$ cat config.mk
export PLATFORM = sky130hd
export DESIGN_NAME = rtc_alarm_ctrl
export DESIGN_NICKNAME = d
export VERILOG_FILES = /design/src/rtl/rtc_alarm_ctrl.sv
export SDC_FILE = /design/constraint.sdc
export NUM_CORES = 1
export LEC_CHECK = 0
export CAP_MARGIN = 20
export CORE_MARGIN = 2
export CORE_UTILIZATION = 36
export DETAILED_ROUTE_END_ITERATION = 12
export PLACE_DENSITY_LB_ADDON = 0.05
export SETUP_SLACK_MARGIN = 0.02
export SLEW_MARGIN = 20
export SYNTH_ARGS = -nofsm -noshare
export SYNTH_HDL_FRONTEND = slang
export SYNTH_SLANG_ARGS = --single-unit
export TNS_END_PERCENT = 5
$ cat constraint.sdc
create_clock -name clk_i -period 1.85 [get_ports clk_i]
set_input_delay 0.555 -clock clk_i [delete_from_list [all_inputs] [get_ports clk_i]]
set_output_delay 0.555 -clock clk_i [all_outputs]
set_load 0.05 [all_outputs]
$ cat src/rtl/rtc_alarm_ctrl.sv
// RTC alarm controller: per-channel masked time-field alarms with sticky pending
// bits, level or pulse interrupt, and an async-event timestamp capture register.
module rtc_alarm_ctrl #(
  parameter  int NUM_CH    = 4,
  parameter  int IRQ_PULSE = 0,
  localparam int TIME_W    = 43
) (
  input  logic                     clk_i,
  input  logic                     rstn_i,
  input  logic [TIME_W-1:0]        cur_time_i,
  input  logic [NUM_CH*TIME_W-1:0] alarm_time_i,
  input  logic [NUM_CH*8-1:0]      alarm_mask_i,
  input  logic [NUM_CH-1:0]        ch_en_i,
  input  logic [NUM_CH-1:0]        irq_en_i,
  input  logic [NUM_CH-1:0]        clr_i,
  input  logic                     ir_i,
  input  logic                     stamp_ack_i,
  output logic [NUM_CH-1:0]        pending_o,
  output logic                     ir_o,
  output logic [TIME_W-1:0]        stamp_o,
  output logic                     stamp_valid_o,
  output logic                     stamp_ovf_o
);

  logic [TIME_W-1:0] cur_q;
  logic              started_q;
  logic              tick;
  logic [NUM_CH-1:0] match;
  logic [NUM_CH-1:0] pend_nxt;
  logic              irq_nxt;
  logic [2:0]        ir_sync_q;
  logic              ir_edge;

  // Only a change of time can fire, so a held value matches exactly once.
  assign tick = started_q && (cur_time_i != cur_q);

  for (genvar g = 0; g < NUM_CH; g++) begin : g_ch
    rtc_alarm_match u_match (
      .alarm_time (alarm_time_i[g*TIME_W +: TIME_W]),
      .cur_time   (cur_time_i),
      .mask       (alarm_mask_i[g*8 +: 8]),
      .en         (ch_en_i[g]),
      .match      (match[g])
    );
  end

  // Set beats clear when both land in the same cycle.
  assign pend_nxt = (pending_o & ~clr_i) | (match & {NUM_CH{tick}});

  if (IRQ_PULSE != 0) begin : g_irq_pulse
    assign irq_nxt = |(pend_nxt & ~pending_o & irq_en_i);
  end else begin : g_irq_level
    assign irq_nxt = |(pend_nxt & irq_en_i);
  end

  always_ff @(posedge clk_i or negedge rstn_i) begin
    if (!rstn_i) begin
      cur_q     <= '0;
      started_q <= 1'b0;
      pending_o <= '0;
      ir_o      <= 1'b0;
    end else begin
      cur_q     <= cur_time_i;
      started_q <= 1'b1;
      pending_o <= pend_nxt;
      ir_o      <= irq_nxt;
    end
  end

  // Two-flop synchroniser plus one history flop for rising-edge detection.
  assign ir_edge = ir_sync_q[1] & ~ir_sync_q[2];

  always_ff @(posedge clk_i or negedge rstn_i) begin
    if (!rstn_i) begin
      ir_sync_q     <= '0;
      stamp_o       <= '0;
      stamp_valid_o <= 1'b0;
      stamp_ovf_o   <= 1'b0;
    end else begin
      ir_sync_q <= {ir_sync_q[1:0], ir_i};
      if (ir_edge && (!stamp_valid_o || stamp_ack_i)) begin
        stamp_o       <= cur_time_i;
        stamp_valid_o <= 1'b1;
      end else if (stamp_ack_i) begin
        stamp_valid_o <= 1'b0;
      end
      if (stamp_ack_i)
        stamp_ovf_o <= 1'b0;
      else if (ir_edge && stamp_valid_o)
        stamp_ovf_o <= 1'b1;
    end
  end

endmodule

// Per-channel field comparator; an all-zero mask never matches.
module rtc_alarm_match (
  input  logic [42:0] alarm_time,
  input  logic [42:0] cur_time,
  input  logic [7:0]  mask,
  input  logic        en,
  output logic        match
);

  typedef struct packed {
    logic [11:0] year;
    logic [3:0]  month;
    logic [4:0]  dom;
    logic [2:0]  dow;
    logic [1:0]  mode;
    logic [4:0]  hour;
    logic [5:0]  min;
    logic [5:0]  sec;
  } rtc_time_t;

  rtc_time_t  a;
  rtc_time_t  t;
  logic [7:0] eq;

  assign a  = alarm_time;
  assign t  = cur_time;
  assign eq = {a.year == t.year, a.month == t.month, a.dom == t.dom, a.dow == t.dow,
               a.mode == t.mode, a.hour == t.hour, a.min == t.min, a.sec == t.sec};

  assign match = en & (|mask) & (&(eq | ~mask));

endmodule

==> results.json, run 1 <==
{
  "seq_area_sq_mm": 0.00243,
  "ant_nets": 0,
  "synth_area_sq_mm": 0.00591,
  "stdcell_count": 1133,
  "htreeDepth": 3,
  "max-cap-violations": 0,
  "synthArstFlopShare_pct": 100,
  "p_leak_nw": 4.47,
  "synth-seq-cells": 97,
  "intPower_w": 0.00482,
  "layout.nets": 1175,
  "place_ws_ps": -1180,
  "synth_area_per_cell_sq_um": 11.2,
  "arrival_ps": 2350,
  "dp_hpwl_microns": 20000,
  "worst_setup_path_end_kind": "flip-flop",
  "route.detailed.wl_per_inst_microns": 21.3,
  "holdBufCountCts": 0,
  "violations": "negative setup slack",
  "syn_inst": 529,
  "setup_slack_ps": -271,
  "peakVddDrop_v": 0.000390,
  "yosys.area.top_type": "dfrtp_1",
  "p_seq_share_pct": 33.9,
  "dieArea_sq_mm": 0.0175,
  "fmax_mhz": 472,
  "syn2layout_area_growth_pct": 76.0,
  "antenna_found_initial": 1,
  "synth_top_area_share_pct": 41.1,
  "drive_gt1_share_pct": 31.9,
  "crit_type": "in -> reg",
  "drtIter0Drc": 195,
  "path_clk_slew_ps": 70,
  "pwr-share-clk_pct": 28.3,
  "firstDrtPassIters": 4,
  "cts_tree": "built",
  "grt_pass1_vias": 6099,
  "fin_crit_ps": 2120,
  "vias_per_cell": 4.84,
  "worst-r2r-setup-slack_ps": -240,
  "grt-ovfl-total": 0,
  "die_y_microns": 132,
  "io_pins": 313,
  "fillers": 1343,
  "vias": 5482,
  "post-route-period-util_pct": 115,
  "port-buffer-count": 312,
  "synth_common_cells": "xor2_1, dfrtp_1, xnor2_1",
  "status": "finished, violations left",
  "seq_area_frac_synth_pct": 41.1,
  "p_switching_w": 0.00248,
  "root_buffer": "clkbuf_16",
  "cts_made_buffers": 9,
  "synth_area_leaders": "dfrtp_1, xor2_1, xnor2_1",
  "yosysMostFrequentCell": "xor2_1",
  "yosys_warnings": 0,
  "hp-class": "in -> async",
  "die_w_microns": 132,
  "grt_max_degree": 45,
  "grt_pass1_wl_microns": 36100,
  "startpoint_type": "input port",
  "multiInputGateArea_sq_mm": 0.00357,
  "setup_viol": 5,
  "ys_dominant_reg_cell": "dfrtp_1",
  "slew_violations": 0,
  "route.detailed.drc": 0,
  "cts_buffer_depth": 2,
  "grt_usage_pct": 27.5,
  "p_sw_share_pct": 34.0,
  "wirelength_microns": 24100,
  "rows": 46,
  "p_per_area_mw_per_mm2": 702,
  "required_ps": 2080,
  "cp_max_fo": 7,
  "clock-sinks": 97,
  "synth_enable_flop_cells": 0,
  "rsz0062_at_grt": "yes",
  "start_util_pct": 37.1,
  "clkLatencyLatePin_ps": 350,
  "dp.cells": 1107,
  "ys_types": 34,
  "synth_fp_nets": 792,
  "fin_skew_ps": 9.78,
  "routabilityCongestion": 0.918,
  "power_frac_comb_pct": 37.8,
  "finalHoldViolations": 0,
  "core-area_sq_mm": 0.0159
}
## path summary, 6_finish.rpt
kind,from,end,depth (start not counted)
worst min register to register,ir_sync_q[0]$_DFF_PN0_,ir_sync_q[1]$_DFF_PN0_,0
min in group clk_i,ir_sync_q[0]$_DFF_PN0_,ir_sync_q[1]$_DFF_PN0_,0
worst max-delay path,cur_time_i[9],ir_o$_DFF_PN0_,10
worst max register to register,cur_q[22]$_DFF_PN0_,ir_o$_DFF_PN0_,9
worst min-delay path,rstn_i,stamp_o[42]$_DFFE_PN0P_,1
max in group asynchronous,rstn_i,cur_q[16]$_DFF_PN0_,2
## per-layer routing
metal / GRT usage, % / wire length, microns / vias up
met5: 0 / 0 / -
met4: 7.07 / 393 / 0
met3: 6.42 / 1800 / 24
met2: 49.2 / 12400 / 223
met1: 33.2 / 9530 / 2683
li1: - / - / 2552
## cell usage in the layout, fill, tap and decap left out, types with 2 or more instances in the layout
| cell type | n |
|---|---|
| clkdlybuf4s50_1 | 195 |
| buf_4 | 145 |
| xor2_1 | 123 |
| dfrtp_1 | 97 |
| xnor2_1 | 75 |
| mux2_2 | 43 |
| nand4_1 | 21 |
| dlygate4sd2_1 | 19 |
| nor4_1 | 18 |
| nand3_1 | 16 |
| dlymetal6s2s_1 | 15 |
| clkbuf_2 | 11 |
| buf_2 | 10 |
| o31ai_2 | 9 |
| clkbuf_16 | 9 |
| buf_6 | 9 |
| nor4_2 | 8 |
| xnor2_2 | 8 |
| xor2_2 | 7 |
| clkdlybuf4s15_1 | 7 |
| nand2_1 | 6 |
| o31ai_1 | 5 |
| buf_12 | 5 |
| nor4_4 | 4 |
| o31ai_4 | 4 |
| o21ai_0 | 4 |
| nor2b_1 | 3 |
| a22oi_1 | 3 |
| inv_1 | 3 |
| clkdlybuf4s15_2 | 3 |
| xor2_4 | 2 |
| nor3_2 | 2 |
| a2111oi_4 | 2 |
| or2_1 | 2 |
| a21oi_1 | 2 |
| nor2_1 | 2 |
| bufinv_16 | 2 |
## state kept, by name, summed over array words and instances, names as in the netlist
signal and flops:
ir_sync_q 3, cur_q 43, stamp_ovf_o 1, started_q 1, ir_o 1, pending_o 4, stamp_valid_o 1, stamp_o 43
## logic make-up (layout without fill, tap and decap cells)
group	count (synthesis)	count (layout)	share of synthesized area [%]
AO/OA/AOI/OAI	36	36	4.83
XOR/XNOR	215	215	32.0
buffers and inverters	50	437	5.25
flip-flops	97	97	41.1
multiplexers	43	43	8.19
other	1	2	0.0634
AND/OR/NAND/NOR	87	87	8.62
## power by group through the flow
stage	registers (W)	clock network [W]	logic [W]
3_5_place_dp	0.00251	0	0.00267
2_1_floorplan	0.00313	0	0.000755
5_1_grt	0.00250	0.00220	0.00290
4_1_cts	0.00247	0.00211	0.00273
3_3_place_gp	0.00250	0	0.00265
6_report	0.00247	0.00207	0.00276
## cell type report
cell class / count / area share [%]
Antenna cell: 1 / 0.0241
Tap cell: 216 / 2.60
Clock buffer: 9 / 2.17
Multi-Input combinational cell: 382 / 34.3
Inverter: 3 / 0.108
Clock inverter: 6 / 0.890
Timing Repair Buffer: 419 / 36.6
Sequential cell: 97 / 23.3
## through the flow
| step | power, W | utilization [%] | hold WS [ps] | setup TNS, ps | cell area, sq um |
|---|---|---|---|---|---|
| after floorplan | 0.00389 | - | 259 | -418 | 6030 |
| after global placement | 0.00515 | 60.5 | 343 | -8620 | 9650 |
| after detailed placement | 0.00518 | 60.5 | 338 | -10290 | 9650 |
| after CTS | 0.00731 | 64.2 | 73.8 | -1230 | 10200 |
| after global routing | 0.00761 | 65.2 | 79.2 | -1350 | 10400 |
| final | 0.00730 | 65.2 | 77.5 | -935 | 10400 |
## critical path: stages
cell and delay [ps]:
dlygate4sd2_1 240, buf_6 150, xor2_2 160, nor4_4 270, nand3_2 140, o31ai_4 320
buf_4 170, a2111oi_4 40, and2_1 140, nand4bb_1 160
## timing repair
| action | 4_1_cts | 5_1_grt |
|---|---|---|
| buffers inserted | 6 | 4 |
| gates resized for setup | 135 | 76 |
| setup endpoints to repair | 5 | 5 |
| pin swaps | 39 | 50 |
Power figures use the tool's default switching activity.
==> run 2, diff against run 1 <==
--- a/config.mk
+++ b/config.mk
@@ -9,6 +9,7 @@
 export CORE_MARGIN = 2
 export CORE_UTILIZATION = 36
 export DETAILED_ROUTE_END_ITERATION = 12
+export GPL_ROUTABILITY_DRIVEN = 0
 export PLACE_DENSITY_LB_ADDON = 0.05
 export SETUP_SLACK_MARGIN = 0.02
 export SLEW_MARGIN = 20
==> run 2 against run 1 <==
Effect of this change: the flow still finishes with violations (negative setup slack); fmax down 2.9%; global-route usage is 0.56 points lower; register-to-register slack worse by 70 ps; critical path type unchanged; largest cell class unchanged.
==> results.json, run 2 (synthesized netlist as in run 1, its figures left out) <==
{
  "slew_violations": 0,
  "mostFrequentLayoutCells": "clkdlybuf4s50_1, buf_4, xor2_1, dfrtp_1, xnor2_1",
  "fillers": 1311,
  "stdcell_count": 1131,
  "route.detailed.drc": 0,
  "layout.nets": 1172,
  "root_buffer": "clkbuf_16",
  "worst_setup_path_end_kind": "flip-flop",
  "cts_tree": "built",
  "htreeDepth": 3,
  "postPlaceCellArea_sq_mm": 0.00966,
  "finalHoldViolations": 0,
  "endpoint": "ir_o$_DFF_PN0_",
  "wirelength_microns": 23300,
  "worst-r2r-setup-slack_ps": -310,
  "cts_made_buffers": 9,
  "power_w": 0.00705,
  "peakVddDrop_v": 0.000551,
  "clock-sinks": 97,
  "path_clk_slew_ps": 70,
  "grt-ovfl-total": 0,
  "fmax_mhz": 458,
  "drtIter0Drc": 226,
  "vias": 5389,
  "arrival_ps": 2410,
  "die_w_microns": 132,
  "dp.cells": 1109,
  "cp-startpoint": "cur_time_i[24]",
  "multiInputGateArea_sq_mm": 0.00351,
  "core-area_sq_mm": 0.0159,
  "io_pins": 313,
  "p_per_area_mw_per_mm2": 683,
  "startpoint_type": "input port",
  "grt_usage_pct": 26.9,
  "syn2layout_area_growth_pct": 74.7,
  "dieArea_sq_mm": 0.0175,
  "start_util_pct": 37.1,
  "grt_pass1_wl_microns": 35400,
  "whs_ps": 129,
  "hp-class": "in -> async",
  "fin_skew_ps": 5.74,
  "status": "finished, violations left",
  "clkLatencyLatePin_ps": 350,
  "port-buffer-count": 312,
  "cts_buffer_depth": 2,
  "cp_max_fo": 3,
  "setup_tns_ps": -1260,
  "dp_hpwl_microns": 19400,
  "final_cell_area_sq_mm": 0.0103,
  "die_y_microns": 132,
  "final_common_cell": "clkdlybuf4s50_1",
  "reg_top3": "cur_q x43, stamp_o x43, pending_o x4",
  "grt_max_degree": 41,
  "setup_slack_ps": -334,
  "violations": "negative setup slack",
  "vias_per_cell": 4.76,
  "p_leak_nw": 4.41,
  "rows": 46,
  "r2r-start": "cur_q[7]$_DFF_PN0_",
  "firstDrtPassIters": 4,
  "max-cap-violations": 0,
  "setup_viol": 5,
  "ant_nets": 0,
  "route.detailed.wl_per_inst_microns": 20.6,
  "fin_crit_ps": 2180,
  "crit_type": "in -> reg",
  "drive_gt1_share_pct": 31.4,
  "post-route-period-util_pct": 118,
  "antenna_found_initial": 2,
  "timing.rr.end": "ir_o$_DFF_PN0_",
  "rsz0062_at_grt": "yes",
  "grt_pass1_vias": 6059,
  "reg2reg_depth": 9,
  "required_ps": 2080,
  "seq_area_sq_mm": 0.00243
}
[run 2: worst min-delay path by stage]
stage                     cells past startpoint                 endpoint  slack [ps]
after floorplan                               0       cur_q[0]$_DFF_PN0_         260
after global placement                        0   ir_sync_q[1]$_DFF_PN0_         340
after detailed placement                      0   ir_sync_q[1]$_DFF_PN0_         340
after CTS                                     1  stamp_o[18]$_DFFE_PN0P_         130
after global routing                          1  stamp_o[41]$_DFFE_PN0P_         140
final                                         1  stamp_o[18]$_DFFE_PN0P_         130
[run 2: what timing repair did]
| item | 4_1_cts | 5_1_grt |
|---|---|---|
| resized for setup | 119 | 60 |
| hold buffers | 0 | 0 |
| setup buffers | 5 | 0 |
| pin swaps | 39 | 47 |
| setup endpoints to repair | 5 | 5 |
[run 2: through the flow]
stage          util, %  worst slack [ps]
3_5_place_dp      60.6             -1180
6_report          64.8              -334
5_1_grt           64.8              -387
4_1_cts           63.8              -354
2_1_floorplan        -              -160
3_3_place_gp      60.6             -1130
[run 2: metal layers]
metal	share of wire, %	wire (microns)	track usage, %
met1	40	9220	31.3
met2	53	12300	49.5
met3	6.0	1400	6.42
met4	1.6	371	6.94
met5	0.056	13	0
[run 2: power breakdown]
part / leakage, nW / switching (W) / internal [W] / total [W]
Clock: 0.144 / 0.000896 / 0.000941 / 0.00184
Combinational: 3.12 / 0.00146 / 0.00128 / 0.00274
Sequential: 1.15 / 0.000120 / 0.00235 / 0.00247
Total: 4.41 / 0.00248 / 0.00457 / 0.00705
[run 2: cell type report]
class                   instances  area share, %
well taps                     216           2.62
clock buffers                   9           2.18
flip-flops and latches         97           23.5
diodes                          1         0.0242
repair buffers                416           37.0
inverters                       3          0.109
clock inverters                 7          0.606
multi-input cells             382           34.0
[run 2: critical path: stages]
cell and delay (ps):
dlygate4sd2_1 260, xor2_1 170, nor4_2 270, buf_4 170, nand4_1 150, o31ai_4 320
buf_4 170, a2111oi_4 30, and2_0 140, nand4bb_1 170
